[src/rtl/merge_n_if.sv]
// merge_n_if: handshake bundle for the N-way controlled merge.
//   In_*  : N data inputs, input i at In_data[i*WIDTH +: WIDTH]
//   C_*   : select token channel
//   R_*   : merged output (FIFO head), R_count = occupancy
//   err   : sticky out-of-range select flag
// master = token source / consumer side, slave = merge block.
interface merge_n_if #(
    parameter int WIDTH = 64,
    parameter int N     = 2,
    parameter int DEPTH = 2,
    parameter int SEL_W = $clog2(N),
    parameter int CNT_W = $clog2(DEPTH + 1)
);
    logic [N*WIDTH-1:0] In_data;
    logic [N-1:0]       In_valid;
    logic [N-1:0]       In_ready;
    logic [SEL_W-1:0]   C_data;
    logic               C_valid;
    logic               C_ready;
    logic [WIDTH-1:0]   R_data;
    logic               R_valid;
    logic               R_ready;
    logic [CNT_W-1:0]   R_count;
    logic               err;

    modport master (
        output In_data, In_valid, C_data, C_valid, R_ready,
        input  In_ready, C_ready, R_data, R_valid, R_count, err
    );

    modport slave (
        input  In_data, In_valid, C_data, C_valid, R_ready,
        output In_ready, C_ready, R_data, R_valid, R_count, err
    );
endinterface

[src/rtl/merge_n.sv]
// merge_n: N-way controlled merge into a DEPTH-entry output FIFO.
// Each C token selects one data input; that single input is moved into the
// FIFO together with the C token. Out-of-range selects are consumed, dropped
// and latched into the sticky err flag.
// Ports:
//   clk   : clock, all state on posedge
//   reset : synchronous active-low reset
//   bus   : merge_n_if.slave (In_*, C_*, R_*, R_count, err)
module merge_n #(
    parameter int WIDTH = 64,
    parameter int N     = 2,
    parameter int DEPTH = 2
) (
    input logic        clk,
    input logic        reset,
    merge_n_if.slave   bus
);
    localparam int SEL_W = $clog2(N);
    localparam int CNT_W = $clog2(DEPTH + 1);
    localparam int PTR_W = (DEPTH > 1) ? $clog2(DEPTH) : 1;
    localparam logic [PTR_W-1:0] PTR_LAST = PTR_W'(DEPTH - 1);
    localparam logic [CNT_W-1:0] DEPTH_C  = CNT_W'(DEPTH);

    logic [WIDTH-1:0] mem_q [DEPTH];
    logic [PTR_W-1:0] wr_ptr_q, wr_ptr_d;
    logic [PTR_W-1:0] rd_ptr_q, rd_ptr_d;
    logic [CNT_W-1:0] count_q, count_d;
    logic [WIDTH-1:0] last_q, last_d;
    logic             err_q, err_d;

    logic [N-1:0]     sel_oh;
    logic [WIDTH-1:0] push_data;
    logic             r_valid, pop, space, good, fire, bad;

    function automatic logic [PTR_W-1:0] ptr_inc(input logic [PTR_W-1:0] p);
        return (p == PTR_LAST) ? '0 : p + 1'b1;
    endfunction

    // One-hot decode of the select; an out-of-range select decodes to all
    // zeros, which keeps it from ever matching a data input.
    always_comb begin
        sel_oh    = '0;
        push_data = '0;
        for (int i = 0; i < N; i++) begin
            if (bus.C_data == SEL_W'(i)) begin
                sel_oh[i] = 1'b1;
                push_data = bus.In_data[i*WIDTH +: WIDTH];
            end
        end
    end

    always_comb begin
        r_valid = (count_q != '0);
        pop     = r_valid && bus.R_ready;
        // A full FIFO still accepts when the head leaves in the same cycle.
        space   = (count_q < DEPTH_C) || pop;
        good    = bus.C_valid && |(sel_oh & bus.In_valid);
        // Handshakes are suppressed while reset is held so nothing is
        // acknowledged that the reset would then discard.
        fire    = reset && good && space;
        bad     = reset && bus.C_valid && (sel_oh == '0);

        wr_ptr_d = fire ? ptr_inc(wr_ptr_q) : wr_ptr_q;
        rd_ptr_d = pop  ? ptr_inc(rd_ptr_q) : rd_ptr_q;
        count_d  = count_q + CNT_W'(fire) - CNT_W'(pop);
        // Empty FIFO presents the most recently popped word.
        last_d   = pop ? mem_q[rd_ptr_q] : last_q;
        err_d    = err_q || bad;
    end

    always_ff @(posedge clk) begin
        if (!reset) begin
            wr_ptr_q <= '0;
            rd_ptr_q <= '0;
            count_q  <= '0;
            last_q   <= '0;
            err_q    <= 1'b0;
        end else begin
            wr_ptr_q <= wr_ptr_d;
            rd_ptr_q <= rd_ptr_d;
            count_q  <= count_d;
            last_q   <= last_d;
            err_q    <= err_d;
        end
    end

    // Storage needs no reset: an entry is only read after it was written.
    always_ff @(posedge clk) begin
        if (fire) mem_q[wr_ptr_q] <= push_data;
    end

    assign bus.R_valid  = r_valid;
    assign bus.R_data   = r_valid ? mem_q[rd_ptr_q] : last_q;
    assign bus.R_count  = count_q;
    assign bus.err      = err_q;
    assign bus.C_ready  = fire || bad;
    assign bus.In_ready = fire ? sel_oh : '0;
endmodule
[src/flat_wrapper.sv]
// flat-port wrapper written by rule: the top's interface ports become plain ports
module merge_n_flat 
#(
    parameter int WIDTH = 64,
    parameter int N     = 2,
    parameter int DEPTH = 2
)
  (clk, reset, bus_In_data, bus_In_valid, bus_C_data, bus_C_valid, bus_R_ready, bus_In_ready, bus_C_ready, bus_R_data, bus_R_valid, bus_R_count, bus_err);
  merge_n_if #(.WIDTH(WIDTH), .N(N), .DEPTH(DEPTH)) bus_i ();
  input logic clk;
  input logic reset;
  input wire logic [$bits(bus_i.In_data)-1:0] bus_In_data;
  input wire logic [$bits(bus_i.In_valid)-1:0] bus_In_valid;
  input wire logic [$bits(bus_i.C_data)-1:0] bus_C_data;
  input wire logic [$bits(bus_i.C_valid)-1:0] bus_C_valid;
  input wire logic [$bits(bus_i.R_ready)-1:0] bus_R_ready;
  output wire logic [$bits(bus_i.In_ready)-1:0] bus_In_ready;
  output wire logic [$bits(bus_i.C_ready)-1:0] bus_C_ready;
  output wire logic [$bits(bus_i.R_data)-1:0] bus_R_data;
  output wire logic [$bits(bus_i.R_valid)-1:0] bus_R_valid;
  output wire logic [$bits(bus_i.R_count)-1:0] bus_R_count;
  output wire logic [$bits(bus_i.err)-1:0] bus_err;
  assign bus_i.In_data = bus_In_data;
  assign bus_i.In_valid = bus_In_valid;
  assign bus_i.C_data = bus_C_data;
  assign bus_i.C_valid = bus_C_valid;
  assign bus_i.R_ready = bus_R_ready;
  assign bus_In_ready = bus_i.In_ready;
  assign bus_C_ready = bus_i.C_ready;
  assign bus_R_data = bus_i.R_data;
  assign bus_R_valid = bus_i.R_valid;
  assign bus_R_count = bus_i.R_count;
  assign bus_err = bus_i.err;
  merge_n #(.WIDTH(WIDTH), .N(N), .DEPTH(DEPTH)) u_core (.clk(clk), .reset(reset), .bus(bus_i));
endmodule
[config.mk]
export PLATFORM = sky130hd
export DESIGN_NAME = merge_n_flat
export DESIGN_NICKNAME = d
export VERILOG_FILES = /design/src/rtl/merge_n_if.sv /design/src/rtl/merge_n.sv /design/src/flat_wrapper.sv
export SDC_FILE = /design/constraint.sdc
export NUM_CORES = 1
export LEC_CHECK = 0
export BUFFER_PORTS_ARGS = -buffer_cell sky130_fd_sc_hd__buf_2
export CAP_MARGIN = 40
export CORE_UTILIZATION = 55
export CTS_BUF_LIST = sky130_fd_sc_hd__clkbuf_8
export CTS_CLUSTER_DIAMETER = 30
export CTS_CLUSTER_SIZE = 25
export DETAILED_ROUTE_END_ITERATION = 10
export PLACE_DENSITY = 0.82
export SETUP_SLACK_MARGIN = 0.15
export SLEW_MARGIN = 20
export SYNTH_ARGS = -nofsm -noshare
export SYNTH_HDL_FRONTEND = slang
export SYNTH_SLANG_ARGS = --single-unit
[constraint.sdc]
create_clock -name clk -period 7.6 [get_ports clk]
set_input_delay 1.14 -clock clk [delete_from_list [all_inputs] [get_ports clk]]
set_output_delay 1.14 -clock clk [all_outputs]
set_load 0.005 [all_outputs]
==> results of run 1 <==
==> cells by family after synthesis <==
family	share of synthesized area
other	0.000453
and+or+nand+nor	0.0676
DFF	0.631
buffers and inverters	0.0298
muxes	0.167
AOI/OAI and AO/OA	0.100
xor gates and xnor gates	0.00212
adders and majority gates	0.00151
==> registers in the layout, indices dropped and copies added (netlist names), named ones only <==
register / flops
u_core.bus.R_count: 2
u_core.mem_q: 128
u_core.wr_ptr_q: 1
u_core.rd_ptr_q: 1
u_core.last_q: 64
==> cells in the final DEF, fill, tap and decap left out, types with 2 or more instances in the layout <==
cell                           n
sky130_fd_sc_hd__buf_12        2
sky130_fd_sc_hd__clkinvlp_4    2
sky130_fd_sc_hd__dfxtp_1      68
sky130_fd_sc_hd__buf_16        3
sky130_fd_sc_hd__mux2i_1      66
sky130_fd_sc_hd__edfxtp_1    128
sky130_fd_sc_hd__inv_2         2
sky130_fd_sc_hd__a21oi_1      65
sky130_fd_sc_hd__buf_2       204
sky130_fd_sc_hd__a211oi_1     64
sky130_fd_sc_hd__bufinv_16     4
sky130_fd_sc_hd__inv_1         3
sky130_fd_sc_hd__nor2_1      132
sky130_fd_sc_hd__mux2_2       64
sky130_fd_sc_hd__buf_4         6
sky130_fd_sc_hd__nand2_1       3
sky130_fd_sc_hd__clkbuf_8     23
==> critical path, cell delays in order <==
cell	delay (ns)
sky130_fd_sc_hd__buf_2	0.07
sky130_fd_sc_hd__buf_4	0.36
sky130_fd_sc_hd__buf_12	0.27
sky130_fd_sc_hd__mux2i_1	0.53
sky130_fd_sc_hd__nor2_1	0.09
sky130_fd_sc_hd__buf_2	0.15
==> Yosys cell counts <==
cell type	n	area, um^2
sky130_fd_sc_hd__o21a_1	1	7.51
sky130_fd_sc_hd__nor2b_1	1	6.26
sky130_fd_sc_hd__xnor2_1	1	8.76
sky130_fd_sc_hd__clkbuf_1	17	63.8
sky130_fd_sc_hd__or2_1	1	6.26
sky130_fd_sc_hd__o31ai_1	1	7.51
sky130_fd_sc_hd__conb_1	1	3.75
sky130_fd_sc_hd__nor2_1	132	495
sky130_fd_sc_hd__ha_1	1	12.5
sky130_fd_sc_hd__nor3b_1	2	15.0
sky130_fd_sc_hd__nand2_1	3	11.3
sky130_fd_sc_hd__or4_1	1	7.51
sky130_fd_sc_hd__mux2_2	64	721
sky130_fd_sc_hd__nor3_1	1	5.00
sky130_fd_sc_hd__mux2i_1	66	661
sky130_fd_sc_hd__buf_2	29	145
sky130_fd_sc_hd__o31a_1	1	8.76
sky130_fd_sc_hd__inv_1	2	7.51
sky130_fd_sc_hd__a21oi_1	65	325
sky130_fd_sc_hd__dfxtp_1	69	1380
sky130_fd_sc_hd__inv_2	1	3.75
sky130_fd_sc_hd__nor4_1	1	6.26
sky130_fd_sc_hd__edfxtp_1	128	3840
sky130_fd_sc_hd__buf_1	1	3.75
sky130_fd_sc_hd__or2_2	1	6.26
sky130_fd_sc_hd__a211oi_1	64	480
sky130_fd_sc_hd__xor2_1	1	8.76
sky130_fd_sc_hd__buf_4	3	22.5
==> power groups by stage <==
| stage | registers, W | clock network [W] | logic, W |
|---|---|---|---|
| final | 0.00138 | 0.000745 | 0.00138 |
| after global routing | 0.00140 | 0.000798 | 0.00154 |
| after CTS | 0.00138 | 0.000755 | 0.00138 |
| after detailed placement | 0.00141 | 0 | 0.00137 |
| after global placement | 0.00143 | 0 | 0.00126 |
| after floorplan | 0.00136 | 0 | 0.000884 |
==> how the worst max path moves through the flow <==
stage	start	to	depth (start not counted)
floorplan	reset	u_core.mem_q[1][0]	3
global placement	bus_C_data	u_core.mem_q[0][24]	6
detailed placement	bus_C_data	u_core.mem_q[0][25]	6
CTS	bus_C_data	bus_C_ready	5
global route	bus_C_data	bus_C_ready	6
finish	bus_C_data	bus_C_ready	6
==> metrics by stage <==
step	hold WS, ns	total power (W)	instances	area, um^2	setup WS [ns]
after detailed placement	0.491	0.00278	1006	9430	3.35
after global routing	0.527	0.00374	1040	9940	3.70
final	0.503	0.00351	1040	9940	3.81
after global placement	0.463	0.00269	1003	9360	3.46
after floorplan	0.451	0.00224	659	8280	0.775
after CTS	0.503	0.00352	1038	9890	3.77
==> cell type report <==
class	instances	area, um^2
clock inverter	9	148
tap	184	230
inverter	3	11.3
timing repair buffer	215	1190
fill	1004	4650
clock buffer	23	317
multi-input combinational	409	2820
sequential	197	5230
==> layer usage <==
metal | track usage | share of wire | vias to the layer above
met5 | 0 | 0 | -
met4 | 0.102 | 0.023 | 0
met3 | 0.0447 | 0.050 | 29
met2 | 0.370 | 0.50 | 189
met1 | 0.274 | 0.43 | 2767
li1 | - | - | 2788
==> results, run 1 <==
- The endpoint identified for the worst register-to-register timing path is u_core.mem_q[0][43].
- Along the worst hold path, the cell count comes to 2.
- Across all layers, the routed design uses 5773 vias.
- The y dimension of the die is 125 um.
- The average detailed-routed wire length per instance is 16.3 um.
- The final critical path time including I/O delays and setup is 3.79 ns.
- The share of total power dissipated in sequential elements is 0.395.
- The flow ran to the end, and the final reports show no timing, DRC or antenna violations.
- The global placement routability congestion is 0.763.
- In the final layout, the share of cells above drive strength 1 is 0.369.
- The insertion delay to the later sink of the worst-skew pair is 0.44 ns.
- The core region is 0.0146 mm^2.
- For this run, the number of Yosys warnings is 0.
- For this run, design rule violations remaining after detail routing come to 0.
- Once detail routing completed, the nets flagged for antenna violations numbered 0.
- The max capacitance violation total is 0.
- The maximum net fanout on the critical path is 37.
- Summed over all layers, the global routing overflow is 0.
- Data arrives at the worst endpoint at 2.65 ns.
- The wire length of the first global-routing pass is 27.0 mm.
- The number of placement rows is 44.
- During placement, the flow inserted port buffers numbering 204.
- The cell area after technology mapping is 0.00828 mm^2.
- The number of antenna violations at the first check in global routing came to 0.
- In this run, distinct cell masters in the synthesized netlist total 28.
- For this block, the routed nets add up to 17.0 mm of wire.
- The worst-case clock buffer depth is 2.
- The type of the most critical hold path is flop to flop.
- The H-tree was split into 4 levels.
- For the pin with the worst max-slew slack, the measured transition is 0.796 ns.
- The average cell area after synthesis is 12.6 um^2.
- The internal power is 0.00229 W.
- The number of clock buffers inserted by TritonCTS is 17.
- The TritonCTS clock tree is done.
- Across every metal layer, demand over resource in global routing totals 0.221.
- The area of the die is 0.0155 mm^2.
- The via count of the first global-routing pass was 5759.
- For this run, the post-layout net count is 979.
- The worst hold path endpoint is u_core.last_q[0].
- The number of hold-slack violations in the final timing report was 0.
- Of the total power, the share spent switching nets is 0.346.
- The switching power is 0.00121 W.
- After clock tree synthesis, the repair step resized 0 gates.
- STA classifies the critical path startpoint as an input pin.
- VDD sags by at most 0.000214 V.
- On the final layout, the worst clock skew is 0.00767 ns.
- Based on the critical path, the design can be clocked at up to 264 MHz.
- Entering global routing, the biggest net connects 76 pins.
- The number of setup buffers added after CTS is 0.
- Of the total power, the clock network draws 0.212.
- Dividing the detail-routed via count by the number of cells gives 5.55.
- The count of final max-slew check failures was 0.
- For this design the top-level I/O count stands at 206.
- The total power per unit cell area is 353 mW/mm^2.
- Setup repair after global routing left no endpoint under its margin.
- The worst register-to-register path has a setup slack of 5.10 ns.
- The root buffer cell chosen for the clock tree is sky130_fd_sc_hd__clkbuf_8.
- Setup violations remaining at the end of the flow were counted as 0.
- In this run, post-CTS hold repair placed 0 buffers.
- Dividing the final minimum period by the clock period gives 0.498.
- Counting every instance in the synthesized netlist gives 659.
- The flip-flop and latch count after synthesis is 197.
- The critical path start-end classification is input pin to output port.
- The analysis attributes to cell leakage a power of 3.74 nW.
- Clock-pin slew was measured on the worst setup and hold paths at 0.08 ns.
- The first detailed-routing pass took 5 iterations.
- The launching point of the worst reg2reg path is u_core.bus.R_count[1].
- Measured along the x axis, the die boundary spans 125 um.
- The startpoint identified for the worst hold timing path is u_core.last_q[0].
- For this configuration, the core starts out at a cell density of 0.567.
- The worst pin sits at a relative slew slack of 0.469.
- The required time at the endpoint of the critical path is 6.46 ns.
- The area added between synthesis and finish is 20.1%.
- The sequential element share of the synthesized area is 0.631.
- Summed over all nets, the half-perimeter wirelength after detailed placement is 11.2 mm.
- The number of nets in the synthesized netlist is 795.
- The clock sink count is 197.
- The first-iteration detailed-routing DRC count is 381.
- The cell count of the worst reg-to-reg path is 4.
- The total negative setup slack is 0 ns.
- Measured on the finished design, the core utilization comes to 0.681.
- The nature of the critical path endpoint is an output port.
- The number of diodes is 0.
- Of the total power, combinational logic draws 0.393.
Power figures use the tool's default switching activity.
==> run 2, diff against run 1 <==
==> constraint.sdc (replaced) <==
create_clock -name clk -period 3.65 [get_ports clk]
set_input_delay 0.5475 -clock clk [delete_from_list [all_inputs] [get_ports clk]]
set_output_delay 0.5475 -clock clk [all_outputs]
set_load 0.005 [all_outputs]
==> run 2 against run 1 <==
Final area down 1.3%. Register-to-register slack got worse by 3.6 ns. Sequential power grew 110%. Largest cell class unchanged. Sequential cell count is the same. Wire length is 2.2% lower. Clock skew increased by 0.0054 ns. First-iteration DRC count down 23%. Hold slack got worse by 0.11 ns. Largest power group unchanged. Total power increased by 99%. Cell count fell by 0.19%. Critical path type is now flop to output port.
==> results, run 2 (same netlist as run 1, synthesis figures left out) <==
- The cell area after placement came to 0.00941 mm^2 (-0.23%).
- TritonCTS built the clock tree.
- The clock sink count is 197 (unchanged).
- The non-filler instance count after layout is 1038 (-0.19%).
- The number of diodes is 0 (unchanged).
- The count of final max-slew check failures was 0 (unchanged).
- The register ranked first by flip-flop count is u_core.mem_q.
- The total power per unit cell area is 710 mW/mm^2 (+100%).
- The startpoint identified for the worst hold timing path is reset.
- The via count of the first global-routing pass came to 5627 (-2.3%).
- Setup repair after global routing left no endpoint under its margin.
- The port buffer count is 204 (unchanged).
- The aggregate global-route resource usage came to 0.219 (-0.00193).
- The post-CTS resize count is 0 (unchanged).
- The setup slack of the worst register-to-register path is 1.45 ns (-3.65 ns).
- The area of the die is 0.0155 mm^2 (unchanged).
- The standard cell core area is 0.0146 mm^2 (unchanged).
- The detailed-routing iteration count for the pre-antenna-repair pass is 5 (unchanged).
- The ratio of cells with drive above 1 in the final layout is 0.364 (-0.00499).
- The remaining max-slew budget at the tightest pin is 0.457 (-0.0119).
- The final-layout fill cell count is 1035 (+3.1%).
- The initial cell density of the core is 0.567 (unchanged).
- The detailed-placement wirelength estimate is 10.9 mm (-2.6%).
- The number of clock buffers inserted by TritonCTS is 17 (unchanged).
- The endpoint of the worst setup timing path is bus_R_data[39].
- The y dimension of the die was 125 um (unchanged).
- The floorplan die width is 125 um (unchanged).
- The endpoint of the worst register-to-register path is u_core.last_q[15].
- The total congestion overflow came to 0 (unchanged).
- The setup-violating endpoint count in the final report is 0 (unchanged).
- The number of routed nets with antenna violations is 0 (unchanged).
- The max capacitance violation total came to 0 (unchanged).
- The maximum net fanout on the critical path was 68 (+84%).
- The total negative setup slack was 0 ns (unchanged).
- The flip-flop count of the largest register, all copies and words added is 128 (unchanged).
- The maximum frequency from static timing analysis is 349 MHz.
- The final wirelength came to 16.6 mm (-2.2%).
- The number of H-tree levels is 4 (unchanged).
- The tree is rooted in a sky130_fd_sc_hd__clkbuf_8.
- The cell count of the worst reg-to-reg path is 4 (unchanged).
- The leakage power was 3.69 nW (-1.3%).
- The worst-case clock buffer depth was 2 (unchanged).
- The slew of the pin with the lowest slew margin is 0.814 ns (+0.0179 ns).
- By startpoint and endpoint, the worst setup path is classified as flop to output port.
- The total of hold buffers inserted after clock tree synthesis is 0 (unchanged).
- The via count is 5720 (-0.92%).
- The total DRC errors in the routed layout is 0 (unchanged).
- STA classifies the critical path endpoint as an output port.
- The endpoint arrival time on the critical path came to 2.32 ns (-0.33 ns).
- The leading cell type in the layout, fill and taps excluded is sky130_fd_sc_hd__buf_2.
- The clock-pin slew on the worst setup and hold paths is 0.09 ns (about the same).
- The largest net degree at the start of global routing is 84 (+11%).
- The largest clock skew in the final design came to 0.0130 ns (+0.00536 ns).
- The final critical path time including I/O delays and setup is 2.86 ns.
- The global placement routability congestion was 0.766 (+0.42%).
- The via density per instance is 5.51 (-0.73%).
- The required time at the endpoint of the critical path is 3.10 ns (-3.36 ns).
- The first-iteration detailed-routing DRC count is 295 (-23%).
- The path class of the tightest hold or removal check is input pin to flop.
- The number of hold-slack violations in the final timing report came to 0 (unchanged).
- The count of nets after finishing is 977 (-0.20%).
- In the layout the commonest cells are sky130_fd_sc_hd__buf_2, sky130_fd_sc_hd__nor2_1, sky130_fd_sc_hd__edfxtp_1.
- The number of ports placed on the die boundary is 206 (unchanged).
- The startpoint identified for the worst register-to-register timing path is u_core.bus.R_count[1].
- The run finished with clean final reports.
- The number of antenna violations at the first check in global routing was 0 (unchanged).
- The insertion delay to the later sink of the worst-skew pair is 0.45 ns (about the same).
- The final instance area was 0.00981 mm^2 (-1.3%).
- The total chip power is 0.00697 W (+99%).
- The number of setup buffers added after CTS was 0 (unchanged).
- The footprint of the multi-input gates came to 0.00283 mm^2 (+0.22%).
- The area growth from synthesis to layout is 18.6%.
- The worst supply voltage drop on vdd is 0.000465 V (+120%).
- The fraction of the cycle the final worst path needs is 0.785.
- The number of placement rows is 44 (unchanged).
- The number of instances in the placed design is 1004 (-0.20%).
- The average detailed-routed wire length per instance is 16.0 um (-2.0%).
- The wire length of the first global-routing pass is 27.0 mm (about the same).
- The worst setup path is launched from a flop.
- The launching instance or port of the critical path is u_core.bus.R_count[1].
- The storage element area is 0.00523 mm^2 (unchanged).
## run 2: worst min-delay path by stage
stage	end	slack [ns]	depth (start not counted)
after CTS	u_core.bus.R_count[1]	0.37	3
after global placement	u_core.wr_ptr_q	0.48	2
after global routing	u_core.bus.R_count[1]	0.38	3
after floorplan	u_core.wr_ptr_q	0.46	2
final	u_core.bus.R_count[1]	0.39	3
after detailed placement	u_core.wr_ptr_q	0.49	2
## run 2: cell type report
cell class              instances  area share
well taps                     184      0.0235
inverters                       3     0.00140
multi-input cells             409       0.288
clock buffers                  17      0.0238
repair buffers                213       0.118
flip-flops and latches        197       0.533
clock inverters                15      0.0125
## run 2: per-layer routing
metal / vias to the layer above / track usage / wire length [um]
met5: - / 0 / 0
met4: 0 / 0.0808 / 292
met3: 18 / 0.0494 / 874
met2: 186 / 0.378 / 8420
met1: 2727 / 0.267 / 7030
li1: 2789 / - / -
## run 2: power breakdown
part	switching (W)	leakage [nW]	internal [W]
logic	0.00160	1.76	0.00121
clock network	0.000697	0.197	0.000588
registers	0.000198	1.73	0.00267
## run 2: per-stage QoR
stage          setup WS [ns]   util  hold slack [ns]
2_1_floorplan          0.573      -            0.456
3_3_place_gp            1.18  0.643            0.477
3_5_place_dp            1.14  0.645            0.490
4_1_cts                0.783  0.669            0.367
5_1_grt                0.573  0.673            0.379
6_report               0.787  0.673            0.394
## run 2: critical path, stage by stage, from the launching register on
cell and delay, ns:
sky130_fd_sc_hd__dfxtp_1 0.42, sky130_fd_sc_hd__or2_4 0.65, sky130_fd_sc_hd__buf_12 0.32, sky130_fd_sc_hd__nor2_1 0.07, sky130_fd_sc_hd__a21oi_1 0.20, sky130_fd_sc_hd__buf_2 0.16
